[config.mk]
export PLATFORM = sky130hd
export DESIGN_NAME = sdram_rw_seq
export DESIGN_NICKNAME = d
export VERILOG_FILES = /design/src/rtl/sdram_defs.sv /design/src/rtl/sdram_delay_cntr.sv /design/src/rtl/sdram_rw_seq.sv
export SDC_FILE = /design/constraint.sdc
export NUM_CORES = 1
export LEC_CHECK = 0
export ABC_CLOCK_PERIOD_IN_PS = 1740
export CAP_MARGIN = 10
export CORE_MARGIN = 2
export CORE_UTILIZATION = 45
export CTS_BUF_LIST = sky130_fd_sc_hd__clkbuf_4 sky130_fd_sc_hd__clkbuf_8
export CTS_CLUSTER_DIAMETER = 100
export DETAILED_ROUTE_END_ITERATION = 7
export PLACE_DENSITY = 0.78
export SKIP_CTS_REPAIR_TIMING = 1
export SLEW_MARGIN = 20
export SYNTH_ARGS = -nofsm -noshare
export SYNTH_HDL_FRONTEND = slang
export SYNTH_SLANG_ARGS = --single-unit
[constraint.sdc]
create_clock -name Clk -period 1.74 [get_ports Clk]
set_input_delay 0.174 -clock Clk [delete_from_list [all_inputs] [get_ports Clk]]
set_output_delay 0.174 -clock Clk [all_outputs]
set_load 0.02 [all_outputs]
[src/rtl/sdram_defs.sv]
// ============================================================================
//  Package : sdram_defs
//  Shared command encodings, sequencer state type and helper function for the
//  SDRAM read/write sequencer.
//  Revision: 1.0 - initial release
// ============================================================================
`default_nettype none

package sdram_defs;

  // SDRAM commands as {ras_n, cas_n, we_n}
  localparam logic [2:0] CMD_NOP = 3'b111;
  localparam logic [2:0] CMD_ACT = 3'b011;
  localparam logic [2:0] CMD_RD  = 3'b101;
  localparam logic [2:0] CMD_WR  = 3'b100;
  localparam logic [2:0] CMD_PRE = 3'b010;

  // Address bit that selects auto-precharge on RD/WR and all-banks on PRE
  localparam int A10 = 10;

  typedef enum logic [2:0] {
    ST_IDLE  = 3'd0,
    ST_ACT   = 3'd1,
    ST_RCD   = 3'd2,
    ST_RDWR  = 3'd3,
    ST_CL    = 3'd4,
    ST_BURST = 3'd5,
    ST_PRE   = 3'd6,
    ST_RP    = 3'd7
  } state_e;

  function automatic int max4(input int a, input int b, input int c, input int d);
    int m;
    m = a;
    if (b > m) m = b;
    if (c > m) m = c;
    if (d > m) m = d;
    return m;
  endfunction

endpackage

`default_nettype wire

[src/rtl/sdram_delay_cntr.sv]
// ============================================================================
//  Module  : sdram_delay_cntr
//  Loadable down-counter with a terminal-count flag for the current value and
//  a look-ahead flag telling whether the value after this edge will be zero.
//  Revision: 1.0 - initial release
// ============================================================================
`default_nettype none

module sdram_delay_cntr #(
  parameter int W = 3
) (
  input  logic         Clk,
  input  logic         Reset,
  input  logic         load_i,
  input  logic [W-1:0] load_val_i,
  output logic         tc_o,
  output logic         tc_next_o
);

  localparam logic [W-1:0] ONE = W'(1);

  logic [W-1:0] cnt_q;
  logic [W-1:0] cnt_d;

  // Load has priority; otherwise count down and stick at zero
  always_comb begin
    cnt_d = cnt_q;
    if (load_i)
      cnt_d = load_val_i;
    else if (cnt_q != '0)
      cnt_d = cnt_q - ONE;
  end

  // Counter register
  always_ff @(posedge Clk or negedge Reset) begin
    if (!Reset)
      cnt_q <= '0;
    else
      cnt_q <= cnt_d;
  end

  assign tc_o      = (cnt_q == '0);
  assign tc_next_o = (cnt_d == '0);

endmodule

`default_nettype wire

[src/rtl/sdram_rw_seq.sv]
// ============================================================================
//  Module  : sdram_rw_seq
//  Single-access SDRAM command sequencer: ACT, RD/WR, PRE with programmable
//  tRCD/tRP, CAS-latency wait and per-beat read-valid / write-next strobes.
//  Config  : define SDRAM_RW_SEQ_AUTO_PRECHARGE_EN to use auto-precharge
//            (A10=1 on RD/WR, NOP in place of the explicit PRE).
//  Revision: 1.0 - initial release
// ============================================================================
`default_nettype none

module sdram_rw_seq
  import sdram_defs::*;
#(
  parameter int ROW_W     = 12,
  parameter int COL_W     = 8,
  parameter int BA_W      = 2,
  parameter int BURST_LEN = 4,
  parameter int TRCD      = 2,
  parameter int TRP       = 2
) (
  input  logic                          Clk,
  input  logic                          Reset,
  input  logic                          req,
  input  logic                          req_wr,
  input  logic [BA_W+ROW_W+COL_W-1:0]   req_addr,
  input  logic [1:0]                    cas_lat,
  output logic                          ack,
  output logic                          busy,
  output logic                          done,
  output logic [2:0]                    sd_cmd,
  output logic [BA_W-1:0]               sd_ba,
  output logic [ROW_W-1:0]              sd_addr,
  output logic                          rd_valid,
  output logic                          wr_next
);

  localparam int CNT_W = $clog2(max4(TRCD, TRP, 3, BURST_LEN)) + 1;

  localparam logic [CNT_W-1:0] LD_RCD   = CNT_W'((TRCD >= 2) ? (TRCD - 2) : 0);
  localparam logic [CNT_W-1:0] LD_BURST = CNT_W'(BURST_LEN - 1);
`ifdef SDRAM_RW_SEQ_AUTO_PRECHARGE_EN
  // One extra RP cycle stands in for the skipped PRE slot
  localparam logic [CNT_W-1:0] LD_RP    = CNT_W'(TRP);
`else
  localparam logic [CNT_W-1:0] LD_RP    = CNT_W'(TRP - 1);
`endif

  // Request field slices
  wire [BA_W-1:0]  req_ba  = req_addr[BA_W+ROW_W+COL_W-1 -: BA_W];
  wire [ROW_W-1:0] req_row = req_addr[ROW_W+COL_W-1 -: ROW_W];
  wire [COL_W-1:0] req_col = req_addr[COL_W-1:0];

  state_e state_q, state_d;

  // Access context captured on ACT
  logic [BA_W-1:0]  ba_q;
  logic [COL_W-1:0] col_q;
  logic             wr_q;
  logic [1:0]       cl_q;

  // Registered pin values
  logic [2:0]       cmd_q,  cmd_d;
  logic [BA_W-1:0]  sba_q,  sba_d;
  logic [ROW_W-1:0] saddr_q, saddr_d;
  logic             ack_q,  ack_d;
  logic             busy_q, busy_d;
  logic             done_q, done_d;
  logic             rdv_q,  rdv_d;
  logic             wrn_q,  wrn_d;

  logic             cnt_load;
  logic [CNT_W-1:0] cnt_load_val;
  logic             cnt_tc;
  logic             cnt_tc_next;

  sdram_delay_cntr #(
    .W (CNT_W)
  ) u_delay_cntr (
    .Clk        (Clk),
    .Reset      (Reset),
    .load_i     (cnt_load),
    .load_val_i (cnt_load_val),
    .tc_o       (cnt_tc),
    .tc_next_o  (cnt_tc_next)
  );

  // Next-state decision and interval-counter load on every state entry
  always_comb begin
    state_d = state_q;
    case (state_q)
      ST_IDLE:  if (req) state_d = ST_ACT;
      ST_ACT:   state_d = (TRCD > 1) ? ST_RCD : ST_RDWR;
      ST_RCD:   if (cnt_tc) state_d = ST_RDWR;
      ST_RDWR:  state_d = (wr_q || (cl_q == 2'd1)) ? ST_BURST : ST_CL;
      ST_CL:    if (cnt_tc) state_d = ST_BURST;
`ifdef SDRAM_RW_SEQ_AUTO_PRECHARGE_EN
      ST_BURST: if (cnt_tc) state_d = ST_RP;
`else
      ST_BURST: if (cnt_tc) state_d = ST_PRE;
`endif
      ST_PRE:   state_d = ST_RP;
      // A request held through done is taken straight away
      ST_RP:    if (cnt_tc) state_d = req ? ST_ACT : ST_IDLE;
      default:  state_d = ST_IDLE;
    endcase

    cnt_load     = (state_d != state_q);
    cnt_load_val = '0;
    case (state_d)
      ST_RCD:   cnt_load_val = LD_RCD;
      ST_CL:    cnt_load_val = {{(CNT_W-2){1'b0}}, cl_q - 2'd2};
      ST_BURST: cnt_load_val = LD_BURST;
      ST_RP:    cnt_load_val = LD_RP;
      default:  cnt_load_val = '0;
    endcase
  end

  // Pin values for the coming cycle, decoded from the state being entered
  always_comb begin
    cmd_d   = CMD_NOP;
    sba_d   = '0;
    saddr_d = '0;
    ack_d   = 1'b0;
    busy_d  = (state_d != ST_IDLE);
    done_d  = 1'b0;
    rdv_d   = 1'b0;
    wrn_d   = 1'b0;
    case (state_d)
      ST_ACT: begin
        cmd_d   = CMD_ACT;
        sba_d   = req_ba;
        saddr_d = req_row;
        ack_d   = 1'b1;
      end
      ST_RDWR: begin
        cmd_d                 = wr_q ? CMD_WR : CMD_RD;
        sba_d                 = ba_q;
        saddr_d[COL_W-1:0]    = col_q;
`ifdef SDRAM_RW_SEQ_AUTO_PRECHARGE_EN
        saddr_d[A10]          = 1'b1;
`else
        saddr_d[A10]          = 1'b0;
`endif
        wrn_d                 = wr_q;
      end
      ST_BURST: begin
        rdv_d = ~wr_q;
        // Last burst cycle of a write is the tWR gap
        wrn_d = wr_q & ~cnt_tc_next;
      end
      ST_PRE: begin
        cmd_d = CMD_PRE;
        sba_d = ba_q;
      end
      ST_RP: done_d = cnt_tc_next;
      default: ;
    endcase
  end

  // State register
  always_ff @(posedge Clk or negedge Reset) begin
    if (!Reset)
      state_q <= ST_IDLE;
    else
      state_q <= state_d;
  end

  // Capture the access context on the edge that enters ACT
  always_ff @(posedge Clk or negedge Reset) begin
    if (!Reset) begin
      ba_q  <= '0;
      col_q <= '0;
      wr_q  <= 1'b0;
      cl_q  <= 2'd1;
    end else if (state_d == ST_ACT) begin
      ba_q  <= req_ba;
      col_q <= req_col;
      wr_q  <= req_wr;
      cl_q  <= (cas_lat == 2'd0) ? 2'd1 : cas_lat;
    end
  end

  // Output registers
  always_ff @(posedge Clk or negedge Reset) begin
    if (!Reset) begin
      cmd_q   <= CMD_NOP;
      sba_q   <= '0;
      saddr_q <= '0;
      ack_q   <= 1'b0;
      busy_q  <= 1'b0;
      done_q  <= 1'b0;
      rdv_q   <= 1'b0;
      wrn_q   <= 1'b0;
    end else begin
      cmd_q   <= cmd_d;
      sba_q   <= sba_d;
      saddr_q <= saddr_d;
      ack_q   <= ack_d;
      busy_q  <= busy_d;
      done_q  <= done_d;
      rdv_q   <= rdv_d;
      wrn_q   <= wrn_d;
    end
  end

  assign sd_cmd   = cmd_q;
  assign sd_ba    = sba_q;
  assign sd_addr  = saddr_q;
  assign ack      = ack_q;
  assign busy     = busy_q;
  assign done     = done_q;
  assign rd_valid = rdv_q;
  assign wr_next  = wrn_q;

endmodule

`default_nettype wire
==> results.py <==
metrics = {
    "global_route": {
        "use_met3_pct": 2.96,
        "globalRouteTotalUtil_pct": 18.9,
        "grt_pass1_wl_um": 6400,
        "grt_max_degree": 35,
        "use_met2_pct": 33.3,
        "antenna_found_initial": 0,
        "grt.busiest_layer": "met2",
        "grt_pass1_vias": 1433,
        "grt_overflow": 0,
        "use_met1_pct": 23.4,
    },
    "critical_path": {
        "cp.arrival_ns": 1.88,
        "startpoint_type": "flop",
        "critical_path_class": "reg2reg",
        "path_max_fanout": 6,
        "cp_cell_sequence": "inv_2 > ha_4 > nor2b_4 > o21ai_2 > a21oi_2 > a211o_1 > a221o_1",
        "cpPeakStageDelay_ns": 0.39,
        "critPathCaptureType": "flop",
        "critPathRequiredTime_ns": 1.91,
        "crit_slowest_cell": "dfrtp_1",
    },
    "floorplanning": {
        "start_util_pct": 46.7,
        "num_rows": 23,
        "ios": 50,
        "die_h_um": 68.2,
        "die_w_um": 68.2,
        "die_area_um2": 4650,
        "core_area_um2": 3970,
    },
    "placement": {
        "dp.cells": 262,
        "place.gp.congestion": 0.861,
        "hpwl_um": 3200,
        "port_buffers": 49,
    },
    "layout": {
        "synthToLayoutAreaGrowth_pct": 43.2,
        "stdcell_count": 277,
        "antenna_cells": 0,
        "final_nets": 256,
        "drive_gt1_share_pct": 28.6,
        "fin_util_pct": 66.8,
    },
    "route": {
        "drt-pass1-iter-count": 4,
        "wl_um": 4390,
        "post-route-drc-count": 0,
        "vias": 1407,
        "drt-initial-drc-count": 116,
        "ant_nets": 0,
        "wire_per_inst_um": 15.8,
        "viasPerCell": 5.08,
    },
    "synthesis": {
        "syn_avg_cell_area_um2": 12.0,
        "synth-seq-area-share_pct": 55.6,
        "synth_edf_count": 0,
        "yosys-top-cells-area": "dfrtp_1 50%, dfstp_2 5.7%, mux2_2 4.9%",
        "yosysTopAreaCell": "dfrtp_1",
        "synth-compound-area-share_pct": 16.9,
        "postSynthCellCount": 154,
        "syn_nets": 184,
        "synth_top_area_share_pct": 50.0,
        "synth_area_um2": 1850,
        "synth_cell_types": 47,
        "synthSimpleGateAreaFrac_pct": 12.1,
        "synth_most_common_cell": "dfrtp_1",
        "async_flop_share_pct": 100,
        "synth_commonest_cells": "37 x dfrtp_1, 14 x nand2_1, 10 x a22o_1",
        "synthAdderAreaFrac_pct": 1.35,
        "yosysWarnings": 0,
        "synth_xor_area_share_pct": 0.473,
        "ys.flop_type": "dfrtp_1",
        "synth_top_family_by_area": "compound AO/OA/AOI/OAI gates",
        "synth-seq-cells": 41,
        "muxShareOfSynthArea_pct": 7.83,
    },
    "clock_tree": {
        "path_clk_slew_ns": 0.08,
        "htree_num_levels": 2,
        "clk_path_buf_depth": 2,
        "cts_tree": "done",
        "insertion_delay_ns": 0.28,
        "clockRootBuffer": "clkbuf_8",
        "cts-buffers-inserted": 5,
        "cts_sinks": 41,
    },
    "outcome": {
        "status": "finished, final reports clean",
    },
    "timing": {
        "whs_ns": 0.239,
        "fmax_mhz": 585,
        "setup_viol": 0,
        "finalCritPeriodShare_pct": 98.2,
        "tns_ns": 0,
        "tightest_slew_ns": 0.427,
        "relSlewSlack_pct": 71.5,
        "skew_ns": 0.00463,
        "rsz0062_at_grt": "true",
        "period_minus_slack_ns": 1.71,
        "slew_violations": 0,
        "hold_viol": 0,
    },
    "hold_path": {
        "min_path_type": "in2async",
    },
    "power_and_ir_drop": {
        "powerDensity_nw_per_um2": 1710,
        "total_power_w": 0.00454,
        "leakage_nw": 1.18,
        "peakVddDrop_uv": 831,
    },
    "job": {
        "cap_violations": 0,
    },
}
sequential cells by signal, summed over array words and instances, names as in the netlist:
register,flops
state_q,3
col_q,8
wr_q,1
ba_q,2
u_delay_cntr.cnt_q,3
ack,1
sd_ba,2
rd_valid,1
cl_q,2
done,1
sd_cmd,3
wr_next,1
sd_addr,12
busy,1
critical path, delay by kind of cell (launching register included):
family	cells	cell delay (ns)
flip-flops	1	0.39
adder cells (fa/ha/maj)	1	0.18
AND/OR/NAND/NOR	1	0.14
AO/OA/AOI/OAI	4	0.82
buffers and inverters	1	0.07
final timing paths:
path                                            startpoint                              end  slack (ns)  cells after the start
min reg2reg                           col_q[5]$_DFFE_PN0P_             sd_addr[5]$_DFF_PN0_        0.50                      1
max                        u_delay_cntr.cnt_q[0]$_DFF_PN0_  u_delay_cntr.cnt_q[1]$_DFF_PN0_        0.03                      7
min                                                  Reset                 wr_q$_DFFE_PN0P_        0.24                      2
min in group Clk                                cas_lat[0]              cl_q[0]$_DFFE_PN1P_        0.42                      3
max reg2reg                u_delay_cntr.cnt_q[0]$_DFF_PN0_  u_delay_cntr.cnt_q[1]$_DFF_PN0_        0.03                      7
max in group asynchronous                            Reset              sd_cmd[1]$_DFF_PN1_        0.82                      3
final cells by class:
class / count / area (um2)
Tap cell: 50 / 62.6
Timing Repair Buffer: 70 / 658
Clock buffer: 6 / 82.6
Inverter: 9 / 33.8
Clock inverter: 2 / 13.8
Multi-Input combinational cell: 99 / 772
Sequential cell: 41 / 1030
Fill cell: 310 / 1320
layout by cell type (no fill, tap or decap), types with 2 or more instances in the layout:
cell / synthesis / routed
and2_4: 1 / 3
mux2_4: 3 / 3
o21ai_1: 2 / 3
and3_1: 4 / 4
a22o_1: 10 / 10
dfstp_2: 4 / 4
nand2_1: 14 / 13
mux2_2: 8 / 8
nand2b_1: 2 / 2
nand2_2: 1 / 2
nor2_1: 5 / 5
buf_4: 0 / 19
clkdlybuf4s50_1: 0 / 48
a21oi_1: 8 / 7
inv_1: 9 / 7
inv_2: 0 / 2
o21ai_2: 0 / 2
clkbuf_8: 0 / 6
o21ai_0: 8 / 5
nor3_1: 2 / 2
dfrtp_1: 37 / 37
metal layers:
metal / vias to the layer above / wire length, um
met1: 676 / 1870
met3: 2 / 168
met4: 0 / 33
met2: 41 / 2310
met5: - / 0
li1: 688 / -
cells by family after synthesis:
| logic type | count (synthesis) |
|---|---|
| DFF | 41 |
| xor gates and xnor gates | 1 |
| and+or+nand+nor | 40 |
| buffers and inverters | 16 |
| adders and majority gates | 2 |
| AOI/OAI and AO/OA | 42 |
| muxes | 12 |
per-stage QoR:
step / setup WS [ns] / cell area [um2]
floorplan: 0.00238 / 1870
global placement: 0.0262 / 2470
detailed placement: 0.0000513 / 2470
CTS: -0.00747 / 2570
global route: -0.0470 / 2650
finish: 0.0318 / 2650
where the power goes:
| group | switching, W | internal (W) |
|---|---|---|
| Clock | 0.000316 | 0.000321 |
| Sequential | 0.000189 | 0.00131 |
| Combinational | 0.00117 | 0.00123 |
| Total | 0.00168 | 0.00286 |
No activity file was read; power rests on OpenSTA's default activity.
==> variant: new RTL, same flow settings <==
The 8 states of `state_e` get a one-hot encoding in 8 bits.
--- a/src/rtl/sdram_defs.sv
+++ b/src/rtl/sdram_defs.sv
@@ -20,11 +20,11 @@
 
-  typedef enum logic [2:0] {
-    ST_IDLE  = 3'd0,
-    ST_ACT   = 3'd1,
-    ST_RCD   = 3'd2,
-    ST_RDWR  = 3'd3,
-    ST_CL    = 3'd4,
-    ST_BURST = 3'd5,
-    ST_PRE   = 3'd6,
-    ST_RP    = 3'd7
+  typedef enum logic [7:0] {
+    ST_IDLE  = 8'b00000001,
+    ST_ACT   = 8'b00000010,
+    ST_RCD   = 8'b00000100,
+    ST_RDWR  = 8'b00001000,
+    ST_CL    = 8'b00010000,
+    ST_BURST = 8'b00100000,
+    ST_PRE   = 8'b01000000,
+    ST_RP    = 8'b10000000
   } state_e;
Behaviour: same outputs for any inputs over 10 cycles, from zero or initial values and one cycle with Reset low; not proved beyond that.
==> variant against the original RTL <==
Critical path type unchanged; critical endpoint is now wr_next; the run now ends with negative setup slack left; non-clock buffer count is 32 higher; area after synthesis is 11% higher; routed wire length is 17% higher; final area is 20% higher; total power is 5.7% higher; maximum frequency is 25% lower; critical path depth is 1 lower; worst setup slack worse by 0.57 ns; sequential cell count is 5 higher.
==> variant: results (changes against the original RTL) <==
| Item | Value | Unit | Delta |
| --- | --- | --- | --- |
| Routed length on met1 | 2230 | um | +19% |
| Mean number of vias per cell | 5.24 | - | +3.2% |
| Critical Path AT | 2.48 | ns | +0.60 ns |
| Routability congestion estimate | 0.867 | - | +0.63% |
| FILL cells | 299 | - | -3.5% |
| Area share of fa/ha/maj cells after synthesis | 1.22 | % | -0.13 points |
| Area after DPL | 2910 | um^2 | +18% |
| DR iter-0 viols | 103 | - | -11% |
| Worst setup slack before clock tree synthesis | -0.483 | ns | -0.483 ns |
| Worst hold path class | input pin to register | - |  |
| GRT Overall Usage | 19.8 | % | +0.87 points |
| Ranking of synthesized cells by instance count | sky130_fd_sc_hd__dfrtp_1 (41), sky130_fd_sc_hd__a22o_1 (10), sky130_fd_sc_hd__mux2_1 (10), sky130_fd_sc_hd__nor2_1 (10) | - |  |
| First-pass GRT wire length | 7710 | um | +21% |
| Cell class contributing the biggest share of worst-path delay | simple AND/OR/NAND/NOR gates | - |  |
| Portion of the layout cell area used by non-clock buffers | 28.8 | % | +4.0 points |
| Final non-filler cell area | 3180 | um^2 | +20% |
| Source-to-sink clock delay at the later pin of the worst-skew pair | 0.30 | ns | +0.02 ns |
| Total number of sequential cells | 46 | - | +12% |
| Peak supply drop | 0.861 | mV | +3.7% |
| Final count of negative-setup-slack endpoints | 39 | - | +39 |
| Dominant cells by area after synthesis | sky130_fd_sc_hd__dfrtp_1 (50%), sky130_fd_sc_hd__dfstp_2 (6.4%), sky130_fd_sc_hd__mux2_1 (5.5%) | - |  |
| Run status | finished with violations | - |  |
| Share of the yosys chip area belonging to registers | 56.3 | % | +0.70 points |
| Routed length on met3 | 200 | um | +19% |
| Total routed wirelength | 5130 | um | +17% |
| Power attributed to sequential cells | 0.00160 | W | +7% |
| Via count of the first global-routing pass | 1654 | - | +15% |
| Xor and xnor fraction of the mapped netlist area | 0.426 | % | -0.046 points |
| Routed length on met2 | 2600 | um | +12% |
| FP Rows | 24 | - | +4.3% |
| Worst path slowest cell | sky130_fd_sc_hd__or4_1 | - |  |
| Start point of the critical path | state_q[2] | - |  |
| Compound-Gate Fraction of Synth Area | 14.9 | % | -2.0 points |
| Count of buffers not belonging to the clock network in the layout | 102 | - | +46% |
| Combinational fraction of design power | 52.7 | % | -0.2 points |
| Final worst-path setup slack | -0.540 | ns | -0.572 ns |
| Reg area | 1160 | um^2 | +12% |
| Failing checks | negative setup slack | - |  |
| Post-Route Skew | 0.00430 | ns | -0.000337 ns |
| Fraction of layout instances using a drive strength above 1 | 31.0 | % | +2.4 points |
| Mapped Avg Cell Area | 11.5 | um^2 | -4.1% |
| Area occupied by multi-input gates | 915 | um^2 | +18% |
| Switching portion of total power | 35.2 | % | -1.7 points |
| Met2 Track Usage GR | 31.0 | % | -2.3 points |
| Delay contributed by the slowest stage of the critical path | 0.45 | ns | +0.06 ns |
-- variant: cell types whose count changed after synthesis, moves of 4 or more --
cell / delta
sky130_fd_sc_hd__mux2_2: -7
sky130_fd_sc_hd__and3_1: -4
sky130_fd_sc_hd__nand2_1: -5
sky130_fd_sc_hd__nor2_1: +5
sky130_fd_sc_hd__mux2_1: +10
sky130_fd_sc_hd__a21oi_1: -4
sky130_fd_sc_hd__nor2b_1: +7
sky130_fd_sc_hd__dfrtp_1: +4
sky130_fd_sc_hd__clkbuf_1: +7
-- variant: final timing paths --
check                                   to  slack, ns  cells after the start
worst max-delay path               wr_next      -0.54                      6
min in group asynchronous       sd_addr[1]       0.48                      3
worst min-delay path               cl_q[0]       0.39                      3
max in group asynchronous        sd_cmd[0]       0.87                      3
worst min register to register    sd_ba[1]       0.49                      1
worst max register to register     wr_next      -0.54                      6
